$ cat config.mk
export PLATFORM = sky130hd
export DESIGN_NAME = estimator_valid_gen
export DESIGN_NICKNAME = d
export VERILOG_FILES = /design/src/rtl/estimator_valid_pkg.sv /design/src/rtl/abs_diff_reg.sv /design/src/rtl/estimator_valid_gen.sv
export SDC_FILE = /design/constraint.sdc
export NUM_CORES = 1
export LEC_CHECK = 0
export BUFFER_PORTS_ARGS = -buffer_cell sky130_fd_sc_hd__buf_2
export CAP_MARGIN = 20
export CORE_MARGIN = 2
export CORE_UTILIZATION = 47
export DETAILED_ROUTE_END_ITERATION = 12
export PLACE_DENSITY = 0.71
export SLEW_MARGIN = 20
export SYNTH_ARGS = -nofsm -noshare
export SYNTH_HDL_FRONTEND = slang
export SYNTH_SLANG_ARGS = --single-unit
export TNS_END_PERCENT = 30
$ cat constraint.sdc
create_clock -name clk_1 -period 3.99 [get_ports clk_1]
set_clock_uncertainty 0.15 [all_clocks]
set_input_delay 0 -clock clk_1 [delete_from_list [all_inputs] [get_ports clk_1]]
set_output_delay 0 -clock clk_1 [all_outputs]
set_load 0.01 [all_outputs]
$ cat src/rtl/estimator_valid_pkg.sv
// Shared types and defaults for the estimator valid generator.
// State encoding, parameter defaults and counter sizing.
package estimator_valid_pkg;

  typedef enum logic [1:0] {
    S_WARMUP = 2'd0,
    S_TRACK  = 2'd1,
    S_LOCKED = 2'd2
  } state_e;

  localparam int          DATA_W_DEF = 32;
  localparam int unsigned TOL_DEF    = 32'd1024;
  localparam int          WARMUP_DEF = 16;
  localparam int          SETTLE_DEF = 64;

  function automatic int cnt_w(input int n);
    return $clog2(n + 1);
  endfunction

endpackage

$ cat src/rtl/abs_diff_reg.sv
// Stage 1: registered |y - yhat|, registered yhat and a
// one-enabled-cycle valid qualifier for stage 2.
module abs_diff_reg #(
  parameter int DATA_W = 32
) (
  input  logic              clk_i,
  input  logic              rst_i,
  input  logic              ce_i,
  input  logic              stb_i,
  input  logic [DATA_W-1:0] y_i,
  input  logic [DATA_W-1:0] yhat_i,
  output logic [DATA_W-1:0] err_abs_o,
  output logic [DATA_W-1:0] yhat_o,
  output logic              err_vld_o
);

  logic [DATA_W:0]   diff;
  logic [DATA_W-1:0] mag;
  logic [DATA_W-1:0] err_q, err_d;
  logic [DATA_W-1:0] yhat_q, yhat_d;
  logic              vld_q, vld_d;

  // Magnitude fits DATA_W bits, so only the low bits are negated
  assign diff = {y_i[DATA_W-1], y_i}
              - {yhat_i[DATA_W-1], yhat_i};
  assign mag  = diff[DATA_W] ? (~diff[DATA_W-1:0] + 1'b1)
                             : diff[DATA_W-1:0];

  always_comb begin
    err_d  = err_q;
    yhat_d = yhat_q;
    vld_d  = vld_q;
    if (ce_i) begin
      vld_d = stb_i;
      if (stb_i) begin
        err_d  = mag;
        yhat_d = yhat_i;
      end
    end
  end

  always_ff @(posedge clk_i) begin
    if (rst_i) begin
      err_q  <= '0;
      yhat_q <= '0;
      vld_q  <= 1'b0;
    end else begin
      err_q  <= err_d;
      yhat_q <= yhat_d;
      vld_q  <= vld_d;
    end
  end

  assign err_abs_o = err_q;
  assign yhat_o    = yhat_q;
  assign err_vld_o = vld_q;

endmodule

$ cat src/rtl/estimator_valid_gen.sv
// Sticky estimate-valid flag: warm-up skip, then lock after
// SETTLE_COUNT consecutive in-tolerance samples.
module estimator_valid_gen
  import estimator_valid_pkg::*;
#(
  parameter int          DATA_W       = DATA_W_DEF,
  parameter int unsigned TOL          = TOL_DEF,
  parameter int          WARMUP       = WARMUP_DEF,
  parameter int          SETTLE_COUNT = SETTLE_DEF
) (
  input  logic                             clk_1,
  input  logic                             rst_1,
  input  logic                             ce_1,
  input  logic                             sample_stb,
  input  logic [DATA_W-1:0]                y,
  input  logic [DATA_W-1:0]                yhat,
  output logic [DATA_W-1:0]                yhat_out,
  output logic                             valid,
  output logic [DATA_W-1:0]                err_abs,
  output logic [cnt_w(SETTLE_COUNT)-1:0]   settle_cnt
);

  localparam int SW = cnt_w(SETTLE_COUNT);
  localparam int WW = (WARMUP > 0) ? cnt_w(WARMUP) : 1;
  localparam logic [SW-1:0]     SC_L  = SW'(SETTLE_COUNT);
  localparam logic [WW-1:0]     WU_L  = WW'(WARMUP);
  localparam logic [DATA_W-1:0] TOL_L = DATA_W'(TOL);
  localparam state_e RST_ST = (WARMUP == 0) ? S_TRACK : S_WARMUP;

  state_e          state_q, state_d;
  logic [WW-1:0]   wcnt_q, wcnt_d;
  logic [SW-1:0]   scnt_q, scnt_d;
  logic            valid_q, valid_d;
  logic            err_vld;
  logic            step;
  logic            good;

  abs_diff_reg #(
    .DATA_W (DATA_W)
  ) u_stage1 (
    .clk_i     (clk_1),
    .rst_i     (rst_1),
    .ce_i      (ce_1),
    .stb_i     (sample_stb),
    .y_i       (y),
    .yhat_i    (yhat),
    .err_abs_o (err_abs),
    .yhat_o    (yhat_out),
    .err_vld_o (err_vld)
  );

  assign step = ce_1 & err_vld;
  assign good = (err_abs <= TOL_L);

  always_ff @(posedge clk_1) begin
    if (rst_1) begin
      state_q <= RST_ST;
    end else if (ce_1) begin
      state_q <= state_d;
    end
  end

  always_comb begin
    state_d = state_q;
    if (step) begin
      unique case (state_q)
        S_WARMUP: begin
          if (wcnt_q + 1'b1 == WU_L) state_d = S_TRACK;
        end
        S_TRACK: begin
          if (good && (scnt_q + 1'b1 == SC_L))
            state_d = S_LOCKED;
        end
        default: ;
      endcase
    end
  end

  // Counters and the sticky flag follow the state decision
  always_comb begin
    wcnt_d  = wcnt_q;
    scnt_d  = scnt_q;
    valid_d = valid_q;
    if (step) begin
      unique case (state_q)
        S_WARMUP: wcnt_d = wcnt_q + 1'b1;
        S_TRACK:  scnt_d = good ? scnt_q + 1'b1 : '0;
        default: ;
      endcase
    end
    if (state_d == S_LOCKED) valid_d = 1'b1;
  end

  always_ff @(posedge clk_1) begin
    if (rst_1) begin
      wcnt_q  <= '0;
      scnt_q  <= '0;
      valid_q <= 1'b0;
    end else if (ce_1) begin
      wcnt_q  <= wcnt_d;
      scnt_q  <= scnt_d;
      valid_q <= valid_d;
    end
  end

  assign valid      = valid_q;
  assign settle_cnt = scnt_q;

endmodule

# [After elaboration in Yosys (flattened, before gate mapping)]
# Index checks and enable logic that the tools add are counted.
[word_totals] latch_bits=0 out_inout_bits=72 mem_count=0 rom_bits=0 regBits=80 ramBits=0 word_cells=30
[op_classes] eq_ne=4 n_lt_le_gt_ge=1 mux=6 shifts=0 div_mod_pow=0 bitwise_logic=2 reduce_logical=6 n_mul=0 n_addsub=4
[op_table] op="subtractor 32 x 32 -> 33 bit" count=1
[op_table] op="adder 32 x 1 -> 32 bit (second input constant)" count=1
[op_table] op="<= comparator 32 x 11 -> 1 bit (second input constant)" count=1
[op_table] op="2-to-1 mux 32 bit" count=1
[op_table] op="inverter 32 bit" count=1
[op_table] op="adder 7 x 1 -> 7 bit (second input constant)" count=1
[op_table] op="== test 7 bit (second input constant)" count=1
[op_table] op="2-to-1 mux 7 bit" count=1
[op_table] op="2-to-1 mux 2 bit" count=3
[op_table] op="AND reduction 3 bit" count=2
[op_table] op="adder 5 x 1 -> 5 bit (second input constant)" count=1
[op_table] op="== test 5 bit (second input constant)" count=1
[op_table] op="one-hot mux 2 bit (2 select lines)" count=1
[op_table] op="AND reduction 2 bit" count=2
[op_table] op="== test 2 x 1 -> 1 bit (second input constant)" count=1
[op_table] op="== test 2 bit (second input constant)" count=1
[op_table] op="logical NOT 2 bit" count=1
[op_table] op="bitwise AND 1 bit" count=1
[op_table] op="logical AND 1 bit" count=1

# [Depth between registers and ports, before layout]
# Gate-level depths: netlist of the first run.
[logic_depth] word_depth=8 ltp_mapped=15 depth_no_buf=14

# [By module]
# A second synthesis of the first run with hierarchy kept.
[unflattened] hier_cells=803 area_unflattened_um2=6008.3
[by_module_without_submodules] module="abs_diff_reg" seq_area_each_um2=1301.2 cells_each=688 area_each_um2=5133.7 n_inst=1
[by_module_without_submodules] module="estimator_valid_gen" seq_area_each_um2=300.3 cells_each=115 area_each_um2=874.6 n_inst=1

# [Worst setup path before layout of the first run]
# No wires, ideal clock.
[synth_timing] path_kind="input port to flip-flop" from="in y[0]" to="reg u_stage1.err_q[31] (netlist: u_stage1.err_abs_o[31])" t_arrival_ns=3.261 required_ns=3.709 stages=14 slack_ns=0.447 path_cell_list="inv_1 -> ha_1 -> inv_1 -> fa_1 -> a211oi_2 -> o21ai_1 -> and3_1 -> or3_1 -> a221oi_1 -> nand4_1 -> or2_4 -> or4_4 -> a221oi_1 -> a211oi_2"
[synth_via] elab_chain_len=4
[synth_rtl] item="from (decl)" line_no="estimator_valid_gen.sv:15" rtl="input logic [DATA_W-1:0] y,"
[synth_rtl] item="subtractor 32 x 32 -> 33 bit (*)" line_no="abs_diff_reg.sv:25" rtl="- {yhat_i[DATA_W-1], yhat_i};"
[synth_rtl] item="inverter 32 bit" line_no="abs_diff_reg.sv:26" rtl="assign mag = diff[DATA_W] ? (~diff[DATA_W-1:0] + 1'b1)"
[synth_rtl] item="adder 32 x 1 -> 32 bit" line_no="abs_diff_reg.sv:26"
[synth_rtl] item="2-to-1 mux 32 bit (*)" line_no="abs_diff_reg.sv:26"
[synth_rtl] item="to (signal assigned)" line_no="abs_diff_reg.sv:48" rtl="err_q <= err_d;"
[synth_rtl] item="to (decl)" line_no="abs_diff_reg.sv:19" rtl="logic [DATA_W-1:0] err_q, err_d;"
# Every way passes the cells marked *; elsewhere a longest branch is shown, timed or not.
# A chain may end at the register's enable or synchronous reset.

# [Final worst setup path of the first run]
[layout_timing] from="in yhat[7]" to="reg u_stage1.err_q[31] (netlist: u_stage1.err_abs_o[31])"
[layout_via] elab_chain_len=4
[layout_rtl] item="from (decl)" line_no="estimator_valid_gen.sv:16" rtl="input logic [DATA_W-1:0] yhat,"
[layout_rtl] item="subtractor 32 x 32 -> 33 bit (*)" line_no="abs_diff_reg.sv:25"
[layout_rtl] item="inverter 32 bit" line_no="abs_diff_reg.sv:26"
[layout_rtl] item="adder 32 x 1 -> 32 bit" line_no="abs_diff_reg.sv:26"
[layout_rtl] item="2-to-1 mux 32 bit (*)" line_no="abs_diff_reg.sv:26"
# Marked as above.

==> flow_summary.yaml, run 1 <==
run_status:
  outcome: "finished clean"
pwr:
  internal_power_mw: 1.64
  power_frac_comb_pct: 34.2
  p_leak_nw: 3.35
  p_clk_share_pct: 31.0
  power_mw: 2.52
  p_switching_uw: 879
  power_density_nw_per_um2: 330
  ir_drop_mv: 0.221
  swShare_pct: 34.9
  power_frac_seq_pct: 34.7
sta:
  fmax_mhz: 261
  grt_setup_unrepaired: "false"
  fin_crit_ns: 3.83
  hold_viol_final: 0
  slew_violations: 0
  worst_pin_slew_ns: 0.893
  finalSetupViolations: 0
  setup_tns_ns: 0
  post-route-period-util_pct: 95.9
  slew_headroom_pct: 40.5
cells_and_area:
  diodes: 0
  final_layout_size_suffix_gt1_share_pct: 20.6
  fin_area_um2: 7640
  layout_common_cells: "139 x buf_2, 120 x nand2_1, 84 x a21oi_1"
  final_common_cell: "buf_2"
  num-fill-cells: 1260
  area_growth_pct: 25.4
  nets: 1097
synth:
  seq_area_frac_synth_pct: 26.3
  synthCells: 829
  synth.avg_cell_area_um2: 7.35
  syn_area_um2: 6090
  synthAdderAreaFrac_pct: 7.93
  synth_mux_area_share_pct: 1.31
  ys.flop_type: "dfxtp_1"
  async_flop_share_pct: 0
  synth_edf_count: 0
  synth_top_family_by_area: "compound AO/OA/AOI/OAI gates"
  yosys.area_share.simple_pct: 26.3
  ys_seq_elements: 80
  yosys.cell_types.count: 73
  syn_nets: 935
  ys.warnings.count: 0
  synthXorXnorAreaFrac_pct: 5.89
  synth-compound-area-share_pct: 26.4
critical_path:
  worstPathRequired_ns: 4.11
  startpoint_type: "input port"
  crit_path_max_fanout: 10
  arrival_ns: 3.95
  reg2reg_setup_slack_ns: 1.49
  path_class: "input port to register"
  crit_start: "yhat[7]"
  end_kind: "register"
  rr_startpoint: "u_stage1.err_vld_o"
clock_network:
  cts_max_level: 3
  cts-root-buf: "clkbuf_16"
  cts_sinks: 80
  clock_latency_ns: 0.35
  cts_tree: "done"
  cts_buffers: 9
  clkTransAtPathRegs_ns: 0.06
  clk_path_buf_depth: 2
routing:
  vias_per_cell: 5.56
  via_count: 6494
  post-route-drc-count: 0
  ant_nets: 0
  drtIter0Drc: 375
  wl_mm: 16.9
  drt_pass1_iterations: 5
  wl_per_cell_um: 14.5
floorplan:
  initial_core_util_pct: 48.3
  die-area_um2: 13900
  io_pins: 140
  core_um2: 12600
  fp.dieH_um: 118
  die_x_um: 118
  rows: 41
grt:
  grt-ovfl-total: 0
  grt_pass1_vias: 5919
  grt_max_degree: 55
  grt_pass1_wl_mm: 27.8
  grt_use_total_pct: 23.8
  antenna_found_initial: 0
flow_run:
  cap_violations: 0
place:
  gp_congestion: 0.933
  place_area_um2: 6910
  hpwl_mm: 12.8
  io_buffers: 139
hold_path:
  min_path_type: "input port to register"
  min-delay-start: "y[31]"
power by group through the flow:
| stage | combinational (mW) | sequential [mW] | clock [mW] |
|---|---|---|---|
| after detailed placement | 0.801 | 0.891 | 0 |
| after global routing | 0.954 | 0.879 | 0.830 |
| after CTS | 0.830 | 0.874 | 0.802 |
| after global placement | 0.795 | 0.890 | 0 |
| final | 0.862 | 0.874 | 0.781 |
| after floorplan | 0.564 | 0.906 | 0 |
critical path, cell delays in order:
cell and delay [ns]:
dlygate4sd3_1 0.54, buf_2 0.13, inv_1 0.04, ha_2 0.43, a21oi_4 0.11, buf_4 0.15, a21oi_1 0.22, nand2_1 0.19
a221o_1 0.35, a22oi_2 0.15, or4b_4 0.51, or2_4 0.29, or4_4 0.43, a22o_1 0.25, a211oi_2 0.16
layout make-up:
class	count	area [µm²]	area share, %
multi-input combinational	664	4210	55.1
clock buffer	11	243	3.18
sequential	80	1600	21.0
timing repair buffer	191	1170	15.3
inverter	45	169	2.21
clock inverter	4	30.0	0.393
tap	172	215	2.82
sequential cells by signal, summed over array words and instances (netlist names):
name / cells
u_stage1.err_vld_o: 1
u_stage1.err_abs_o: 32
valid: 1
state_q: 2
wcnt_q: 5
settle_cnt: 7
u_stage1.yhat_o: 32
cell usage after synthesis, types with 4 or more instances:
cell type	count	area share, %
o21ai_1	7	0.58
clkbuf_1	28	1.7
xnor2_1	21	3.0
inv_1	45	2.8
nor2b_1	4	0.41
buf_1	4	0.25
o211a_1	5	0.82
nand4_1	15	1.5
a21o_1	7	0.86
o21bai_1	6	0.74
nor3_1	15	1.2
o211ai_1	6	0.74
mux2i_1	8	1.3
xor2_1	20	2.9
a21oi_1	86	7.1
dfxtp_1	80	26
nand3_1	24	2.0
and4_1	5	0.72
and3_1	8	0.82
nand2b_1	8	0.82
a211o_1	4	0.58
a31oi_1	5	0.51
o21ai_0	41	3.4
and2_1	10	1.0
ha_1	37	7.6
a311oi_1	4	0.58
nor4_1	10	1.0
nand2_1	120	7.4
nor2_1	74	4.6
nand3b_1	4	0.49
o31ai_1	7	0.86
a211oi_1	31	3.8
or3_1	12	1.2
logic make-up after synthesis:
group,count (synthesis)
AND/OR/NAND/NOR,331
AO/OA/AOI/OAI,246
buffers and inverters,85
flip-flops,80
XOR/XNOR,41
adder cells (fa/ha/maj),38
multiplexers,8
metal layers:
layer	vias up	share of wire [%]	wire length, µm	global-route usage, %
li1	3311	-	-	-
met1	2978	49	8230	32.5
met2	188	45	7600	38.4
met3	17	5.5	932	5.18
met4	0	1.0	172	5.42
met5	-	0	0	0
path summary, 6_finish.rpt:
check                                end  depth (start not counted)
setup reg to reg                   valid                         10
hold / removal    u_stage1.err_abs_o[31]                          4
setup / recovery  u_stage1.err_abs_o[31]                         15
hold reg to reg      u_stage1.yhat_o[15]                          2
what timing repair did:
action / in CTS / in global routing
endpoints found under the hold margin: 35 / 0
gates resized for setup: 0 / 15
endpoints found under the setup margin: 0 / 14
setup buffers: 0 / 6
hold buffers: 34 / 0
metrics by stage:
stage	std cells	utilization, %	hold slack, ns	setup WS [ns]
floorplan	829	-	-0.0140	0.447
global placement	1112	54.7	0.107	0.232
detailed placement	1112	54.7	0.108	0.157
CTS	1161	59.6	0.00747	0.0367
global route	1167	60.5	0.0645	0.00755
finish	1167	60.5	0.0321	0.162
No activity file was read; power rests on OpenSTA's default activity.
==> run 2: changes to the inputs <==
==> constraint.sdc (replaced) <==
create_clock -name clk_1 -period 4.8 [get_ports clk_1]
set_clock_uncertainty 0.15 [all_clocks]
set_input_delay 0 -clock clk_1 [delete_from_list [all_inputs] [get_ports clk_1]]
set_output_delay 0 -clock clk_1 [all_outputs]
set_load 0.01 [all_outputs]
==> run 2 against run 1 <==
Global-route usage grew 0.085 points; first-iteration DRC count is 5.6% higher; critical path type unchanged; combinational power decreased by 20%; routed wire length is 0.58% lower; non-clock buffer count shrank 15; cell count is 1.2% lower; total power decreased by 15%; critical path depth grew 1; core utilization fell by 1.3 points; clock power fell by 8.5%; register-to-register slack better by 0.80 ns.
==> flow_summary.yaml, run 2 (synthesized netlist as in run 1, its figures left out) <==
pwr:
  power_density_nw_per_um2: 285
  power_frac_comb_pct: 32.3
  p_switching_uw: 741
  internal_power_mw: 1.39
  p_leak_nw: 3.28
  ir_drop_mv: 0.169
  power_frac_seq_pct: 34.1
  swShare_pct: 34.8
  p_clk_share_pct: 33.6
critical_path:
  end_kind: "register"
  worstPathRequired_ns: 4.88
  cp_top_family: "simple AND/OR/NAND/NOR gates"
  path_class: "input port to register"
  worstPathCellList: "dlygate4sd3_1 -> buf_2 -> inv_1 -> ha_1 -> inv_1 -> fa_1 -> a211oi_2 -> o21ai_1 -> and3_1 -> or3_1 -> a221oi_1 -> nand4_1 -> or2_4 -> or4_4 -> a221oi_1 -> a211oi_2"
  critPathSlowestCell: "dlygate4sd3_1"
  startpoint_type: "input port"
  reg2reg_setup_slack_ns: 2.29
  worst-path-buf-inv: 4
  critical-path-max-stage-delay_ns: 0.54
  crit_path_max_fanout: 6
  arrival_ns: 4.29
sta:
  finalSetupViolations: 0
  grt_setup_unrepaired: "false"
  slew_violations: 0
  setup_tns_ns: 0
  slew_headroom_pct: 38.1
  fin_crit_ns: 4.21
  hold_viol_final: 0
  worst_pin_slew_ns: 0.929
  post-route-period-util_pct: 87.6
  fmax_mhz: 238
floorplan:
  die-area_um2: 13900
  die_x_um: 118
  io_pins: 140
  rows: 41
  core_um2: 12600
  initial_core_util_pct: 48.3
  fp.dieH_um: 118
grt:
  antenna_found_initial: 0
  grt_pass1_wl_mm: 27.6
  grt_pass1_vias: 5864
  grt_max_degree: 81
  grt_use_total_pct: 23.9
  grt-ovfl-total: 0
clock_network:
  clk_path_buf_depth: 2
  cts_buffers: 9
  cts_tree: "done"
  clock_latency_ns: 0.36
  cts-root-buf: "clkbuf_16"
  post_cts_buffers: 0
  clkTransAtPathRegs_ns: 0.06
  cts_max_level: 3
  cts_sinks: 80
  cts_resized: 0
hold_path:
  min_path_type: "input port to register"
routing:
  drtIter0Drc: 396
  vias_per_cell: 5.59
  drt_pass1_iterations: 5
  wl_per_cell_um: 14.6
  ant_nets: 0
  post-route-drc-count: 0
  via_count: 6449
  wl_mm: 16.8
cells_and_area:
  diodes: 0
  finish.utilization_pct: 59.2
  layout_common_cells: "139 x buf_2, 120 x nand2_1, 86 x a21oi_1"
  fin_area_um2: 7480
  final_common_cell: "buf_2"
  stdcell_count: 1153
  area_growth_pct: 22.7
  nets: 1082
  final_layout_size_suffix_gt1_share_pct: 18.0
run_status:
  outcome: "finished clean"
place:
  hpwl_mm: 12.3
  gp_congestion: 0.945
  io_buffers: 139
  dp.cells: 1103
  place_area_um2: 6840
flow_run:
  cap_violations: 0
[run 2: final timing paths]
kind	startpoint	cells past startpoint	to
min	y[31]	4	u_stage1.err_abs_o[31]
min reg2reg	u_stage1.yhat_o[1]	2	u_stage1.yhat_o[1]
max reg2reg	u_stage1.err_abs_o[12]	8	valid
max	y[0]	16	u_stage1.err_abs_o[31]
[run 2: layout make-up]
| type | count | area (µm²) |
|---|---|---|
| sequential | 80 | 1600 |
| multi-input combinational | 664 | 4140 |
| timing repair buffer | 176 | 1060 |
| clock inverter | 6 | 67.6 |
| fill | 1261 | 5140 |
| inverter | 45 | 169 |
| tap | 172 | 215 |
| clock buffer | 10 | 229 |
[run 2: stage by stage]
step / hold WS [ns] / power, mW / worst slack [ns]
finish: 0.00276 / 2.13 / 0.593
global route: 0.0152 / 2.25 / 0.354
CTS: 0.00198 / 2.13 / 0.635
detailed placement: 0.108 / 1.39 / 0.832
global placement: 0.109 / 1.39 / 0.893
floorplan: -0.0140 / 1.22 / 1.26
[run 2: worst min-delay path, cell delays in order]
cell      delay, ns
buf_2          0.08
ha_1           0.17
a22o_1         0.15
a211oi_2       0.06
[run 2: power by group through the flow]
stage,registers (mW),clock network [mW],logic (mW)
final,0.726,0.715,0.686
after global routing,0.730,0.754,0.762
after CTS,0.725,0.728,0.678
after detailed placement,0.740,0,0.653
after global placement,0.740,0,0.649
after floorplan,0.753,0,0.469
[run 2: repair_timing]
item                       in CTS  in global routing
hold endpoints to repair       35                  0
setup endpoints to repair       0                  0
hold buffers                   34                  0
[run 2: routing by layer]
metal | GRT usage [%] | part of all wire [%]
met1 | 32.4 | 48
met2 | 37.8 | 45
met3 | 4.80 | 5.8
met5 | 0 | 0
met4 | 8.28 | 1.8
